--- src/rtl/oh_event_capture.sv ---
// oh_event_capture: sticky ao311 event capture with interrupt, overflow count and a valid/ready clear handshake
module oh_event_capture #(
    parameter int DW = 8,
    parameter int CW = 4
) (
    input  logic          clk,
    input  logic          reset,
    input  logic [DW-1:0] a0,
    input  logic [DW-1:0] a1,
    input  logic [DW-1:0] a2,
    input  logic [DW-1:0] b0,
    input  logic [DW-1:0] c0,
    input  logic          clr_valid,
    input  logic [DW-1:0] clr_mask,
    output logic          clr_ready,
    output logic [DW-1:0] status,
    output logic          irq,
    output logic [CW-1:0] ovf_count,
    output logic          busy
);
    typedef enum logic [1:0] {IDLE, PEND, ACK} state_t;
    state_t        state_q, state_d;
    logic [DW-1:0] status_q, status_d, hit, clr_eff, ovf_bits;
    logic [CW-1:0] ovf_q, ovf_d;
    logic          irq_q, accept;
    assign clr_ready = state_q != ACK;
    assign busy      = state_q == ACK;
    assign status    = status_q;
    assign irq       = irq_q;
    assign ovf_count = ovf_q;
    // Next-state: event qualification, clear merge (new hits win), overflow counting and FSM
    always_comb begin
        hit      = (a0 & a1 & a2) | b0 | c0;
        accept   = clr_valid & clr_ready;
        clr_eff  = accept ? clr_mask : '0;
        status_d = (status_q & ~clr_eff) | hit;
        ovf_bits = hit & status_q & ~clr_eff;
        ovf_d    = (accept && (&clr_mask)) ? {{(CW-1){1'b0}}, |ovf_bits} :
                   (|ovf_bits && ovf_q != '1) ? ovf_q + 1'b1 : ovf_q;
        state_d  = (state_q != ACK && accept) ? ACK : (|status_d) ? PEND : IDLE;
    end
    // State registers; irq tracks next-state status so it moves on the same edge as status
    always_ff @(posedge clk or posedge reset) begin
        if (reset) begin
            state_q  <= IDLE;
            status_q <= '0;
            ovf_q    <= '0;
            irq_q    <= 1'b0;
        end else begin
            state_q  <= state_d;
            status_q <= status_d;
            ovf_q    <= ovf_d;
            irq_q    <= |status_d;
        end
    end
endmodule

--- config.mk ---
export PLATFORM = sky130hd
export DESIGN_NAME = oh_event_capture
export DESIGN_NICKNAME = d
export VERILOG_FILES = /design/src/rtl/oh_event_capture.sv
export SDC_FILE = /design/constraint.sdc
export NUM_CORES = 1
export LEC_CHECK = 0
export CAP_MARGIN = 0
export CORE_ASPECT_RATIO = 0.7
export CORE_MARGIN = 2
export CORE_UTILIZATION = 29
export DETAILED_ROUTE_END_ITERATION = 10
export PLACE_DENSITY = 0.75
export SETUP_SLACK_MARGIN = 0.2
export SYNTH_ARGS = -nofsm -noshare
export SYNTH_HDL_FRONTEND = slang
export SYNTH_SLANG_ARGS = --single-unit
--- constraint.sdc ---
create_clock -name clk -period 1.9 [get_ports clk]
set_clock_uncertainty 0.2 [all_clocks]
set_input_delay 0.38 -clock clk [delete_from_list [all_inputs] [get_ports clk]]
set_output_delay 0.38 -clock clk [all_outputs]
set_load 0.02 [all_outputs]
Word-level counts from Yosys, hierarchy flattened
Index checks and enable logic that the tools add are counted.

word-level totals
  register bits after elaboration = 15
  latch bits = 0
  bits in writable memories = 0
  ROM bits = 0
  output and inout port bits = 15
  logic and storage cells = 30
  memories = 0

operators by class
  add/subtract/negate cells = 1
  $mul = 0
  div/mod/pow operators = 0
  order comparisons = 0
  eq/ne operators = 3
  shift operators = 0
  mux-type cells = 5
  bitwise operators = 10
  reduce and logical (&&, ||, !) cells = 7

operator list
  operator                                                        number
  8-bit bitwise AND                                               5
  8-bit OR                                                        3
  8-bit OR reduction                                              2
  4-bit two-way mux                                               2
  8-bit two-way mux                                               1
  8-bit NOT                                                       1
  8-bit AND reduction                                             1
  4-bit by 1-bit adder with 4-bit output (second input constant)  1
  4-bit inequality test (second input constant)                   1
  1-bit logical AND                                               3
  2-bit equality test (second input constant)                     1
  2-bit two-way mux                                               1
  2-bit inequality test (second input constant)                   1
  2-bit nonzero test                                              1
  1-bit bitwise AND                                               1
  1-bit two-way mux                                               1

Logic depth before layout (Yosys ltp)
  word-level depth = 10
  mapped depth = 8
  gate-level depth less buffers = 7

Worst setup path after synthesis
No wires, ideal clock.

  path type = flip-flop to flip-flop
  from = register state_q[1]
  to = register ovf_q[3], in the netlist ovf_count[3]
  library setup time = 0.134 ns
  arrival = 1.623 ns
  slack = -0.057 ns
  cell stages (with the launch flop) = 9
  path buffers = 1
  period minus slack after synthesis = 1.957 ns
  cell sequence = dfrtp_1 > nand2b_4 > inv_2 > or4b_1 > buf_2 > nand4_2 > o21ai_2 > o211ai_1 > o31ai_1

between the ends
  word-level cells in the longest chain between the ends = 8
  elaborated cells between the ends (all ways) = 10
  those cells by class = eq/ne (1); mux (2); bitwise (3); reduce/logical (4)

ends and longest elaborated chain
  element                       line  RTL
  start: declaration            22    state_t state_q, state_d;
  start signal: assignment      50    state_q <= state_d;
  2-bit inequality test *       26    assign clr_ready = state_q != ACK;
  1-bit bitwise AND *           34    accept = clr_valid & clr_ready;
  8-bit two-way mux             35    clr_eff = accept ? clr_mask : '0;
  8-bit NOT                     37    ovf_bits = hit & status_q & ~clr_eff;
  8-bit bitwise AND             37
  8-bit OR reduction            39    (|ovf_bits && ovf_q != '1) ? ovf_q + 1'b1 : ovf_q;
  1-bit logical AND             39
  2-bit nonzero test (no line)  --
  end signal: assignment        52    ovf_q <= ovf_d;
  end: declaration              24    logic [CW-1:0] ovf_q, ovf_d;

Every way passes the cells marked *; elsewhere a longest branch is shown, timed or not.
A chain may end at the register's enable or synchronous reset.

Worst setup path after layout
  from = register state_q[0]
  to = register ovf_q[3], in the netlist ovf_count[3]

The elaborated chain is that of the path after synthesis.

==> results.py <==
metrics = {
    "finish": {
        "final_core_util": 0.643,
        "nFillCells": 232,
        "seqCellArea_um2": 375,
        "multiInputGateArea_um2": 551,
        "fin_nets": 223,
        "final_cells": 206,
        "fin_area_um2": 1780,
        "antenna_cells": 0,
        "drive_gt1_frac": 0.265,
        "area_growth_pct": 115,
    },
    "critical_path": {
        "crit_path_max_fanout": 6,
        "worstSetupStartpoint": "state_q[0]$_DFF_PP0_",
        "cp.required_ns": 1.82,
        "crit_path_max_incr_delay_ns": 0.39,
        "endpoint_kind": "register",
        "critPathKind": "register to register",
        "cp_slowest_cell": "a311o_1",
        "regToRegSetupSlack_ns": -0.06,
        "cp.arrival_ns": 1.89,
        "r2r_start": "state_q[0]$_DFF_PP0_",
        "crit_chain": "nand2b_4, buf_4, a311o_1, o2111ai_4, o21ai_4, o211ai_1, o31ai_1",
        "rr_worst_depth": 7,
        "r2r_end": "ovf_count[3]$_DFFE_PP0P_",
        "start_kind": "register",
    },
    "outcome": {
        "violations": "negative setup slack",
        "status": "finished, violations left",
    },
    "job": {
        "drv_cap": 0,
    },
    "place": {
        "placed_cells": 195,
        "gp_congestion": 0.779,
        "place_area_um2": 1620,
        "hpwlAfterDp_mm": 2.41,
        "portBuffers": 65,
    },
    "synthesis": {
        "synth-seq-cells": 15,
        "avgSynthCellArea_um2": 9.72,
        "synth_top_area_share": 0.455,
        "synthTopCellsByArea": "dfrtp_1 (45%), a311oi_1 (8.5%), a311o_1 (7.3%), o21ai_0 (7.3%), and3_1 (4.5%)",
        "netlist_instances": 85,
        "ys_warn_count": 0,
        "synth_cell_type_count": 24,
        "seq_area_frac_synth": 0.455,
        "yosysTopAreaCell": "dfrtp_1",
        "syn-num-nets": 137,
        "synth_area_um2": 826,
    },
    "route": {
        "drtIter0Drc": 81,
        "vias": 1044,
        "wl_per_cell_um": 16.3,
        "vias_per_cell": 5.07,
        "dr.pass1.iters": 4,
        "drc": 0,
        "ant_nets": 0,
        "drt-total-wl_mm": 3.35,
    },
    "sta": {
        "setup_ws_ns": -0.0647,
        "finalSetupViolCount": 1,
        "finalHoldViolCount": 0,
        "max_freq_mhz": 509,
        "tightest_slew_ns": 0.442,
        "finalCriticalPeriod_ns": 1.96,
        "period_share": 1.03,
        "slew_violations": 0,
        "whs_ns": 0.228,
        "slew_headroom": 0.702,
        "rsz0062_at_grt": "yes",
    },
    "clocking": {
        "cts_max_level": 1,
        "cts_tree": "built",
        "clock_sinks": 15,
        "clockBufferDepth": 2,
        "clk_latency_ns": 0.24,
        "clockRootBuffer": "clkbuf_8",
        "cts_buffers": 3,
        "cts.clk_slew.worst_paths_ns": 0.06,
    },
    "die": {
        "die_h_um": 48.6,
        "io_pins": 66,
        "die_area_um2": 3300,
        "coreArea_um2": 2760,
        "die_w_um": 67.8,
        "placementRows": 16,
        "start_util": 0.299,
    },
    "power_and_ir_drop": {
        "leakage_uw": 0.000809,
        "p_total_uw": 1250,
        "vdd_drop_max_v": 0.000266,
        "power_density_nw_per_um2": 704,
    },
    "hold_path": {
        "min_path_type": "input port to asynchronous set/reset pin",
    },
    "grt": {
        "top_usage_layer": "met2",
        "grt_max_degree": 16,
        "met1_usage": 0.249,
        "use_met2": 0.368,
        "met3_usage": 0.0419,
        "grtUsageTotal": 0.205,
        "gr-total-overflow": 0,
        "grt_pass1_vias": 1084,
        "antenna_found_initial": 0,
        "grt_pass1_wl_mm": 5.04,
    },
}
==> cells in the mapped netlist (all sizes together) <==
cell     instances
dfrtp           15
o21ai           13
inv             10
a311oi           8
a311o            6
and3             6
nand2            6
nand3            3
nand4            3
clkbuf           2
nor4             2
o2111ai          2
a21oi            1
and2             1
buf              1
ha               1
nand2b           1
o211ai           1
o31ai            1
or4b             1
xor2             1
==> critical path, delay by kind of cell (launching register included) <==
kind	cells	cell delay, ns
buffers and inverters	1	0.16
AOI/OAI and AO/OA	5	0.94
DFF	1	0.37
and+or+nand+nor	1	0.18
==> through the flow <==
step	worst slack, ns	setup TNS (ns)
final	-0.0647	-0.0647
after global routing	-0.132	-0.215
after CTS	-0.00553	-0.00553
after detailed placement	-0.468	-2.64
after global placement	-0.438	-2.34
after floorplan	0.0348	0
==> worst max-delay path by stage <==
stage | to | slack, ns | cells after the start
after floorplan | ovf_count[3]$_DFFE_PP0P_ | 0.03 | 8
after global placement | ovf_count[3]$_DFFE_PP0P_ | -0.44 | 7
after detailed placement | ovf_count[3]$_DFFE_PP0P_ | -0.47 | 7
after CTS | ovf_count[3]$_DFFE_PP0P_ | -0.006 | 7
after global routing | ovf_count[3]$_DFFE_PP0P_ | -0.13 | 7
final | ovf_count[3]$_DFFE_PP0P_ | -0.06 | 7
==> per-layer routing <==
metal  wire length [um]  vias to the layer above  part of all wire
li1                   -                      503                 -
met1               1370                      497              0.41
met2               1810                       40              0.54
met3                131                        4             0.039
met4                 36                        0             0.011
met5                  0                        -                 0
==> layout make-up <==
| class | instances | share of cell area |
|---|---|---|
| repair buffers | 84 | 0.405 |
| well taps | 36 | 0.0254 |
| clock buffers | 4 | 0.0254 |
| flip-flops and latches | 15 | 0.211 |
| multi-input cells | 57 | 0.310 |
| inverters | 10 | 0.0226 |
==> layout by cell type (no fill, tap or decap), types with 2 or more instances in the layout <==
master and count:
nand2_1 6, o21ai_0 3, o21ai_4 2, buf_6 3
o2111ai_4 2, dfrtp_1 15, dlygate4sd2_1 60, a311oi_2 8
o21ai_2 2, and3_1 6, clkbuf_8 3, buf_4 16
buf_2 2, inv_1 9, nand4_1 2, nand3_1 2
o21ai_1 6, a311o_1 6, clkdlybuf4s15_1 2
==> registers in the layout, summed over array words and instances (netlist names) <==
| register | flops |
|---|---|
| state_q | 2 |
| status | 8 |
| irq | 1 |
| ovf_count | 4 |
==> where the power goes <==
| group | leakage [uW] | internal [uW] | switching (uW) | total [uW] |
|---|---|---|---|---|
| combinational | 0.000634 | 255 | 282 | 537 |
| clock | 0.0000228 | 148 | 108 | 256 |
| sequential | 0.000152 | 374 | 81.9 | 456 |
| total | 0.000809 | 777 | 472 | 1250 |
==> repair_timing <==
action | 4_1_cts | 5_1_grt
setup buffers | 4 | 3
gates cloned | 0 | 0
pin swaps | 28 | 9
endpoints found under the hold margin | 0 | 0
setup endpoints to repair | 21 | 7
hold buffers | 0 | 0
resized for setup | 99 | 6
==> cells by family after synthesis <==
kind of cell    Yosys count  synth area share
xor+xnor                  1            0.0106
flops                    15             0.455
fa+ha+maj                 1            0.0151
simple gates             23             0.173
buf+inv                  13            0.0606
compound gates           32             0.286
No activity file was read; power rests on OpenSTA's default activity.
